File: config.mk
export PLATFORM = sky130hd
export DESIGN_NAME = ftoi_arbiter_flat
export DESIGN_NICKNAME = d
export VERILOG_FILES = /design/src/rtl/fpu_pkg.sv /design/src/rtl/ftoi_arbiter_if.sv /design/src/rtl/ftoi.sv /design/src/rtl/ftoi_arbiter_res_fifo.sv /design/src/rtl/ftoi_arbiter.sv /design/src/flat_wrapper.sv
export SDC_FILE = /design/constraint.sdc
export NUM_CORES = 1
export LEC_CHECK = 0
export CORE_MARGIN = 2
export CORE_UTILIZATION = 50
export CTS_BUF_LIST = sky130_fd_sc_hd__clkbuf_2
export DETAILED_ROUTE_END_ITERATION = 8
export PLACE_DENSITY = 0.73
export SKIP_LAST_GASP = 1
export SLEW_MARGIN = 20
export SYNTH_ARGS = -nofsm -noshare
export SYNTH_HDL_FRONTEND = slang
export SYNTH_HIERARCHICAL = 1
export SYNTH_SLANG_ARGS = --single-unit
export TNS_END_PERCENT = 50
File: constraint.sdc
create_clock -name clk -period 10.5 [get_ports clk]
set_clock_uncertainty 0.1 [all_clocks]
set_input_delay 1.05 -clock clk [delete_from_list [all_inputs] [get_ports clk]]
set_output_delay 1.05 -clock clk [all_outputs]
set_load 0.02 [all_outputs]
File: src/rtl/fpu_pkg.sv
// Shared types and helpers for the float-to-int arbiter slice.
// Widths are sized for the largest supported requester count (8).
package fpu_pkg;

  localparam int FTOI_LAT = 2;
  localparam int MAX_IDW  = 3;

  typedef struct packed {
    logic [MAX_IDW-1:0] id;
    logic [31:0]        data;
  } ftoi_res_t;

  // First set bit of valid, searching ptr, ptr+1, ... modulo n.
  function automatic logic [MAX_IDW-1:0] rr_pick(input logic [7:0] valid,
                                                 input logic [MAX_IDW-1:0] ptr,
                                                 input int n);
    logic [MAX_IDW-1:0] pick;
    logic               found;
    logic [2:0]         ix;
    pick  = '0;
    found = 1'b0;
    for (int k = 0; k < 8; k++) begin
      ix = 3'((int'(ptr) + k) % n);
      if (k < n && !found && valid[ix]) begin
        pick  = MAX_IDW'(ix);
        found = 1'b1;
      end
    end
    return pick;
  endfunction

endpackage

File: src/rtl/ftoi_arbiter_if.sv
// Request/response bundle between requesters and the shared converter arbiter.
// master drives requests and response ready; slave is the arbiter side.
interface ftoi_arbiter_if #(
  parameter int NREQ = 4,
  parameter int IDW  = $clog2(NREQ)
);
  logic [NREQ-1:0]    req_valid;
  logic [NREQ-1:0]    req_ready;
  logic [NREQ*32-1:0] req_data;
  logic               resp_valid;
  logic               resp_ready;
  logic [31:0]        resp_data;
  logic [IDW-1:0]     resp_id;

  modport master (
    output req_valid, req_data, resp_ready,
    input  req_ready, resp_valid, resp_data, resp_id
  );

  modport slave (
    input  req_valid, req_data, resp_ready,
    output req_ready, resp_valid, resp_data, resp_id
  );
endinterface

File: src/rtl/ftoi.sv
// Two-stage float-to-int converter, round-half-up on magnitude; 2-cycle latency.
// Non-stallable: a new operand enters every cycle; out-of-range values are not flagged.
module ftoi (
  input  logic        clk,
  input  logic [31:0] x,
  output logic [31:0] y
);
  logic [7:0]  e;
  logic [23:0] m;
  logic [4:0]  rs;
  logic [31:0] mag_d;
  logic [31:0] mag_q;
  logic        sign_q;

  always_comb begin
    e     = x[30:23];
    m     = {1'b1, x[22:0]};
    rs    = '0;
    mag_d = '0;
    if (e == 8'd126) begin
      mag_d = 32'd1;
    end else if (e >= 8'd127 && e < 8'd150) begin
      // Fractional bits remain: shift them out and add the first dropped bit.
      rs    = 5'(8'd150 - e);
      mag_d = 32'(m >> rs) + {31'b0, m[rs - 5'd1]};
    end else if (e >= 8'd150) begin
      mag_d = 32'(m) << (e - 8'd150);
    end
  end

  always_ff @(posedge clk) begin
    sign_q <= x[31];
    mag_q  <= mag_d;
    y      <= sign_q ? (32'd0 - mag_q) : mag_q;
  end
endmodule

File: src/rtl/ftoi_arbiter_res_fifo.sv
// Result FIFO: registered storage read first-word fall-through, separate occupancy counter.
// Push is never refused (upstream credit guarantees room); pop only takes effect when non-empty.
module ftoi_res_fifo
  import fpu_pkg::*;
#(
  parameter  int DEPTH = 4,
  localparam int PW    = (DEPTH > 1) ? $clog2(DEPTH) : 1,
  localparam int CW    = $clog2(DEPTH + 1)
) (
  input  logic          clk,
  input  logic          rst,
  input  logic          push,
  input  ftoi_res_t     push_dat,
  input  logic          pop,
  output ftoi_res_t     head,
  output logic          head_vld,
  output logic [CW-1:0] count
);
  ftoi_res_t     mem [DEPTH];
  logic [PW-1:0] wr_ptr;
  logic [PW-1:0] rd_ptr;
  logic [PW-1:0] rd_prev;
  logic          do_pop;

  function automatic logic [PW-1:0] wrap_inc(input logic [PW-1:0] p);
    return (p == PW'(DEPTH - 1)) ? '0 : p + PW'(1);
  endfunction

  assign do_pop   = pop && (count != '0);
  assign head_vld = (count != '0);
  assign rd_prev  = (rd_ptr == '0) ? PW'(DEPTH - 1) : rd_ptr - PW'(1);
  // When empty, the slot behind rd_ptr still holds the last popped entry.
  assign head     = head_vld ? mem[rd_ptr] : mem[rd_prev];

  always_ff @(posedge clk) begin
    if (push) begin
      mem[wr_ptr] <= push_dat;
    end
  end

  always_ff @(posedge clk) begin
    if (rst) begin
      wr_ptr <= '0;
      rd_ptr <= '0;
      count  <= '0;
    end else begin
      if (push) begin
        wr_ptr <= wrap_inc(wr_ptr);
      end
      if (do_pop) begin
        rd_ptr <= wrap_inc(rd_ptr);
      end
      if (push && !do_pop) begin
        count <= count + CW'(1);
      end else if (!push && do_pop) begin
        count <= count - CW'(1);
      end
    end
  end
endmodule

File: src/rtl/ftoi_arbiter.sv
// Round-robin share of one 2-stage ftoi among NREQ requesters; accept to resp_valid is 3 cycles.
// Issue is credit-limited by FIFO occupancy plus in-flight ops; responses drain via resp_valid/resp_ready.
module ftoi_arbiter
  import fpu_pkg::*;
#(
  parameter int NREQ  = 4,
  parameter int DEPTH = 4,
  parameter int IDW   = $clog2(NREQ)
) (
  input  logic           clk,
  input  logic           rst,
  ftoi_arbiter_if.slave  bus
);
  localparam int CW = $clog2(DEPTH + 1);

  logic [IDW-1:0] rr;
  logic [IDW-1:0] grant;
  logic [IDW-1:0] id1;
  logic [IDW-1:0] id2;
  logic           v1;
  logic           v2;
  logic           any_valid;
  logic           can_issue;
  logic           accept;
  logic [CW-1:0]  count;
  logic [CW:0]    used;
  logic [31:0]    x;
  logic [31:0]    y;
  ftoi_res_t      push_dat;
  ftoi_res_t      head;
  logic           head_vld;

  always_comb begin
    grant     = IDW'(rr_pick(8'(bus.req_valid), MAX_IDW'(rr), NREQ));
    any_valid = |bus.req_valid;
    // A pop in this same cycle is deliberately not credited.
    used      = {1'b0, count} + {{CW{1'b0}}, v1} + {{CW{1'b0}}, v2};
    can_issue = int'(used) < DEPTH;
    accept    = can_issue && any_valid && !rst;
    bus.req_ready = '0;
    if (accept) begin
      bus.req_ready[grant] = 1'b1;
    end
    x = accept ? bus.req_data[{grant, 5'b0} +: 32] : 32'd0;
  end

  always_ff @(posedge clk) begin
    if (rst) begin
      rr  <= '0;
      v1  <= 1'b0;
      v2  <= 1'b0;
      id1 <= '0;
      id2 <= '0;
    end else begin
      v1  <= accept;
      v2  <= v1;
      id2 <= id1;
      if (accept) begin
        id1 <= grant;
        rr  <= (grant == IDW'(NREQ - 1)) ? '0 : grant + IDW'(1);
      end
    end
  end

  ftoi u_ftoi (
    .clk (clk),
    .x   (x),
    .y   (y)
  );

  always_comb begin
    push_dat      = '0;
    push_dat.id   = MAX_IDW'(id2);
    push_dat.data = y;
  end

  ftoi_res_fifo #(.DEPTH(DEPTH)) u_fifo (
    .clk      (clk),
    .rst      (rst),
    .push     (v2),
    .push_dat (push_dat),
    .pop      (bus.resp_ready),
    .head     (head),
    .head_vld (head_vld),
    .count    (count)
  );

  assign bus.resp_valid = head_vld;
  assign bus.resp_data  = head.data;
  assign bus.resp_id    = head.id[IDW-1:0];
endmodule
File: src/flat_wrapper.sv
// flat-port wrapper written by rule: the top's interface ports become plain ports
module ftoi_arbiter_flat import fpu_pkg::*;
#(
  parameter int NREQ  = 4,
  parameter int DEPTH = 4,
  parameter int IDW   = $clog2(NREQ)
)
  (clk, rst, bus_req_valid, bus_req_data, bus_resp_ready, bus_req_ready, bus_resp_valid, bus_resp_data, bus_resp_id);
  ftoi_arbiter_if #(.NREQ(NREQ), .IDW(IDW)) bus_i ();
  input  logic clk;
  input  logic rst;
  input wire logic [$bits(bus_i.req_valid)-1:0] bus_req_valid;
  input wire logic [$bits(bus_i.req_data)-1:0] bus_req_data;
  input wire logic [$bits(bus_i.resp_ready)-1:0] bus_resp_ready;
  output wire logic [$bits(bus_i.req_ready)-1:0] bus_req_ready;
  output wire logic [$bits(bus_i.resp_valid)-1:0] bus_resp_valid;
  output wire logic [$bits(bus_i.resp_data)-1:0] bus_resp_data;
  output wire logic [$bits(bus_i.resp_id)-1:0] bus_resp_id;
  assign bus_i.req_valid = bus_req_valid;
  assign bus_i.req_data = bus_req_data;
  assign bus_i.resp_ready = bus_resp_ready;
  assign bus_req_ready = bus_i.req_ready;
  assign bus_resp_valid = bus_i.resp_valid;
  assign bus_resp_data = bus_i.resp_data;
  assign bus_resp_id = bus_i.resp_id;
  ftoi_arbiter #(.NREQ(NREQ), .DEPTH(DEPTH), .IDW(IDW)) u_core (.clk(clk), .rst(rst), .bus(bus_i));
endmodule
Yosys cells after proc, flatten, opt, wreduce, memory -nomap -nowiden
Memory sizes are Yosys's and may differ from the RTL's. A register that Yosys moved wholly into a read port is not among the register bits. Cells that the tools add are included. W data, S select, Z words.

Mux-type cells: 35. Add/sub/neg operators: 16. $lt $le $gt $ge: 11. Reduce and logical (&&, ||, !) cells: 23. Bitwise operators: 3. Equality and inequality tests: 4. Shifts and indexed selects: 3.

Operators by type and width (count): $shiftx A128 B8 Y32 (1); $mux W32 (3); $mux W34 (1); $add A32 B1 Y32 (1); $shl A24 B8 Y32 (1); $shr A24 B5 Y32 (1); $sub A1 B32 Y32 const A (1); $mux W31 (1); $mux W2 (10); $lt A3 B4 Y1 const B (3); $mux W1 (11); $logic_and A1 B1 Y1 (10); $bmux W1 S3 (3); $add A2 B1 Y2 const B (4); $eq A8 B7 Y1 const B (1); $ge A8 B7 Y1 const B (1); $ge A8 B8 Y1 const B (1); $lt A8 B8 Y1 const B (1); $sub A8 B8 Y8 const B (1); $eq A2 B2 Y1 const B (3); $logic_not A1 Y1 (6); $lt A5 B6 Y1 const B (1); $mux W3 (2); $reduce_or A2 Y1 (3); other kinds (21) (24).

Word-level logic and storage cells: 107. Bits in writable memories: 136. Memories: 1. Bits of input ports: 135. Register bits after elaboration: 80. Output and inout bits: 39.

Memories: u_core.u_fifo.mem (depth 4, width 34, rd ports 2, clocked after memory_dff 1, wr ports 1, line ftoi_arbiter_res_fifo.sv:19) `ftoi_res_t mem [DEPTH];`.

Logic depth before layout (Yosys ltp)
Depth in word-level cells: 21. Depth in mapped cells: 29.

Hierarchy
The synthesis kept the hierarchy.

By module, submodules not included: ftoi_res_fifo (times used 1, cells an instance 313, area each 6927.9 um^2); ftoi (times used 1, cells an instance 727, area each 6172.2 um^2); ftoi_arbiter (times used 1, cells an instance 158, area each 1402.6 um^2).

Least setup slack after synthesis
No wires, ideal clock.

Kind: input to register. From: input port bus_req_valid[0]. To: register u_core.u_ftoi.mag_q[24]. Buffers on the path: 9. Path slack: 4.164 ns. Cell stages on the path: 29. Setup time: 0.060 ns. Arrival: 6.177 ns. Cell sequence: nor2b_1 > o21ba_1 > a211oi_4 > inv_2 > buf_6 > buf_6 > mux2i_1 > o22ai_1 > buf_2 > inv_1 > buf_2 > buf_1 > ha_1 > buf_4 > buf_8 > buf_12 > buf_4 > xor2_1 > mux2i_1 > o21ai_0 > mux2i_1 > nand2_1 > o31ai_1 > ha_1 > ha_1 > nand4_4 > nor4_4 > nor2b_1 > a41o_1.

Longest elaborated chain between the ends: 20. Elaborated cells between the ends (all ways): 41. Classes of those cells: 4 x add/sub; 3 x order compare; 1 x eq/ne; 3 x shift; 20 x mux; 10 x reduce/logical.

RTL lines: from (decl) (line flat_wrapper.sv:12) `input wire logic [$bits(bus_i.req_valid)-1:0] bus_req_valid;`; $bmux W1 S2 (line fpu_pkg.sv:24) `if (k < n && !found && valid[ix]) begin`; $mux W1 (not written as such) (line fpu_pkg.sv:24); $mux W1 (line fpu_pkg.sv:24); $logic_not A1 Y1 (line fpu_pkg.sv:24); $logic_and A1 B1 Y1 (line fpu_pkg.sv:24); $mux W1 (line fpu_pkg.sv:24); $logic_not A1 Y1 (line fpu_pkg.sv:24); $logic_and A1 B1 Y1 (line fpu_pkg.sv:24); (+4 left out); net u_core.grant[0] (line ftoi_arbiter.sv:17) `logic [IDW-1:0] grant;`; (+1 left out); $mux W31 (*) (line ftoi_arbiter.sv:44) `x = accept ? bus.req_data[{grant, 5'b0} +: 32] : 32'd0;`; net u_core.x[23] (line ftoi_arbiter.sv:27) `logic [31:0] x;`; $sub A5 B5 Y5 (line ftoi.sv:24) `rs = 5'(8'd150 - e);`; $sub A5 B1 Y5 (line ftoi.sv:25) `mag_d = 32'(m >> rs) + {31'b0, m[rs - 5'd1]};`; $bmux W1 S5 (line ftoi.sv:25); $mux W1 (not written as such) (line ftoi.sv:25); $add A32 B1 Y32 (line ftoi.sv:25); $mux W32 (line ftoi.sv:22) `end else if (e >= 8'd127 && e < 8'd150) begin`; to (signal assigned) (line ftoi.sv:33) `mag_q <= mag_d;`; to (decl) (line ftoi.sv:12) `logic [31:0] mag_q;`.

Mark *: on every way through the listed nets, which the timed path passes. The rest lies on a longest branch. The select of a mux whose other input is x is not followed. A chain may end at the register's enable or synchronous reset.

Worst setup path in the final report
From: input port rst. To: register u_core.u_ftoi.mag_q[19].

Longest elaborated chain between the ends: 9. Elaborated cells between the ends (all ways): 18. Classes of those cells: 4 x add/sub; 3 x order compare; 1 x eq/ne; 2 x shift; 5 x mux; 3 x reduce/logical.

RTL lines: from (decl) (line flat_wrapper.sv:11) `input logic rst;`; $logic_not A1 Y1 (*) (line ftoi_arbiter.sv:39) `accept = can_issue && any_valid && !rst;`; $logic_and A1 B1 Y1 (*) (line ftoi_arbiter.sv:39); $mux W31 (*) (line ftoi_arbiter.sv:44); net u_core.x[23] (line ftoi_arbiter.sv:27); $sub A5 B5 Y5 (line ftoi.sv:24); $sub A5 B1 Y5 (line ftoi.sv:25); $bmux W1 S5 (line ftoi.sv:25); $mux W1 (not written as such) (line ftoi.sv:25); $add A32 B1 Y32 (line ftoi.sv:25); $mux W32 (line ftoi.sv:22).

Marks and branches as above.

==> flow_summary.json <==
{
  "grt_pass1_wl_um": 58500,
  "coreArea_um2": 28000,
  "maxSlewHeadroom_pct": 22.3,
  "worst_slew_pin_slew_ps": 1170,
  "outcome": "completed",
  "switchingPower_mw": 1.84,
  "wl_um": 36600,
  "hp-class": "reg2reg",
  "cp_max_fo": 54,
  "cts_made_buffers": 45,
  "fill_cells": 2271,
  "post_cts_buffers": 0,
  "crit_arrival_ps": 7970,
  "cts_resized": 0,
  "cts_sinks": 218,
  "design.die.area_um2": 30000,
  "drtIter0Drc": 682,
  "p_int_mw": 2.37,
  "cp-end-kind": "flop",
  "insertion_delay_ps": 690,
  "final_nets": 1507,
  "grt_pass1_vias": 10900,
  "netlist_area_um2": 14300,
  "required_ps": 11000,
  "timing.final.crit_period_ps": 7470,
  "num_vias": 10600,
  "timing.critical_path.from_type": "input pin",
  "gr-usage-all-layers_pct": 24.3,
  "p_leak_nw": 5.95,
  "start_util_pct": 51.1,
  "cts_root_buf": "clkbuf_2",
  "rows": 61,
  "critPathKind": "in2reg",
  "multi_input_area_um2": 7900,
  "synth.net_count": 1347,
  "final_area_um2": 16500,
  "first_pass_iters": 5,
  "drc": 0,
  "regArea_um2": 5730,
  "r2r_cells": 17,
  "place_area_um2": 16100,
  "pwr_density_cell_nw_per_um2": 255,
  "hold_buffers": 0,
  "final_layout_size_suffix_gt1_share_pct": 20.3,
  "io_pins": 174,
  "switching_share_pct": 43.7,
  "fp.dieW_um": 173,
  "setup_violations": 0,
  "rr_endpoint": "u_core/u_ftoi/mag_q[19]",
  "avgViaCountPerCell": 6.03,
  "place_congestion": 0.946,
  "die_h_um": 173,
  "fin_tns_setup_ps": 0,
  "rsz0062_at_grt": "false",
  "grt_max_degree": 65,
  "max-clock-path-buffers": 3,
  "wl_per_cell_um": 20.7,
  "reg2reg_slack_ps": 3270,
  "seqPwrFrac_pct": 28.1,
  "power_frac_clock_pct": 11.2,
  "dpl.hpwl_um": 26600,
  "antenna_found_initial": 1,
  "fmax_mhz": 134,
  "crit_end": "u_core/u_ftoi/mag_q[19]",
  "maxCapViolations": 0,
  "ir_drop_mv": 0.128,
  "area_growth_syn_to_layout_pct": 15.2,
  "grt_overflow": 0,
  "r2r-start": "u_core/v2",
  "avgSynthCellArea_um2": 12.0,
  "path_clk_slew_ps": 110,
  "cts_tree": "yes",
  "startpoint": "rst",
  "hold_viol": 0,
  "syn_inst": 1190,
  "p_total_mw": 4.21,
  "yosysWarnings": 6,
  "slew_viol_final": 0,
  "min_period_over_period_pct": 71.1,
  "final_antenna_net_count": 0,
  "ctsHtreeMaxLevel": 2,
  "p_comb_share_pct": 60.7,
  "numPortBuffers": 173
}
## flip-flops by register name, summed over array words and instances (netlist names), 2 cells and up, named ones only
name	flops
u_core/id2	2
u_core/u_fifo/mem	136
u_core/u_ftoi/y	32
u_core/u_fifo/count	3
u_core/u_ftoi/mag_q	32
u_core/u_fifo/wr_ptr	2
u_core/u_fifo/rd_ptr	2
u_core/rr	2
u_core/id1	2
## stage by stage
stage	hold WS [ps]	setup WS (ps)	util, %	cells
floorplan	251	4160	-	1190
global placement	260	2530	57.4	1681
detailed placement	271	2380	57.4	1681
CTS	282	3120	58.9	1765
global route	303	2570	58.9	1766
finish	285	3030	58.9	1766
## power by group through the flow
stage          combinational (mW)  sequential [mW]  clock [mW]
2_1_floorplan                1.91             1.16           0
3_3_place_gp                 2.53             1.19           0
3_5_place_dp                 2.54             1.20           0
4_1_cts                      2.55             1.18       0.491
5_1_grt                      2.75             1.20       0.535
6_report                     2.56             1.18       0.473
## placed cells by master, fill, tap and decap left out, types with 11 or more instances in the layout
master           instances
clkdlybuf4s50_1        173
edfxtp_1               136
mux2i_1                130
nand2_1                 87
dfxtp_1                 81
mux4_2                  76
clkbuf_2                70
mux2_2                  59
nor2_1                  58
xnor2_1                 42
o22ai_1                 41
a21oi_1                 40
o21ai_0                 31
nand3_1                 28
buf_4                   22
ha_1                    20
inv_1                   18
nor3_1                  18
o211ai_1                14
clkinv_1                12
o31ai_1                 12
nor2b_1                 11
a211oi_1                11
## metal layers
layer | global-route usage [%] | part of all wire (%)
met5 | 0 | 0
met2 | 44.3 | 51
met1 | 29.0 | 40
met3 | 2.76 | 5.4
met4 | 10.2 | 3.8
## how the worst min path moves through the flow
| stage | startpoint | endpoint | slack (ps) | cells after the start |
|---|---|---|---|---|
| after floorplan | u_core/u_ftoi/mag_q[0] | u_core/u_ftoi/y[0] | 250 | 0 |
| after global placement | u_core/u_ftoi/mag_q[0] | u_core/u_ftoi/y[0] | 260 | 0 |
| after detailed placement | u_core/u_ftoi/mag_q[0] | u_core/u_ftoi/y[0] | 270 | 0 |
| after CTS | u_core/u_ftoi/mag_q[0] | u_core/u_ftoi/y[0] | 280 | 0 |
| after global routing | u_core/u_ftoi/mag_q[0] | u_core/u_ftoi/y[0] | 300 | 0 |
| final | u_core/u_ftoi/mag_q[0] | u_core/u_ftoi/y[0] | 290 | 0 |
## final cells by class
| cell class | instances | share of cell area, % |
|---|---|---|
| repair buffers | 195 | 11.5 |
| flip-flops and latches | 218 | 34.7 |
| inverters | 23 | 0.531 |
| clock buffers | 70 | 2.12 |
| well taps | 378 | 2.87 |
| diodes | 1 | 0.0152 |
| clock inverters | 14 | 0.334 |
| multi-input cells | 867 | 47.9 |
## critical path, cell delays in order
cell,delay (ps)
clkdlybuf4s50_1,700
a2111oi_4,790
nand2_1,120
buf_4,260
o22ai_4,190
buf_4,580
inv_1,610
ha_1,480
buf_4,450
mux2i_1,230
mux4_1,720
o31ai_2,340
nand4b_2,260
nor4_4,670
a31oi_1,190
o31ai_2,250
(Power assumes the default switching activity.)
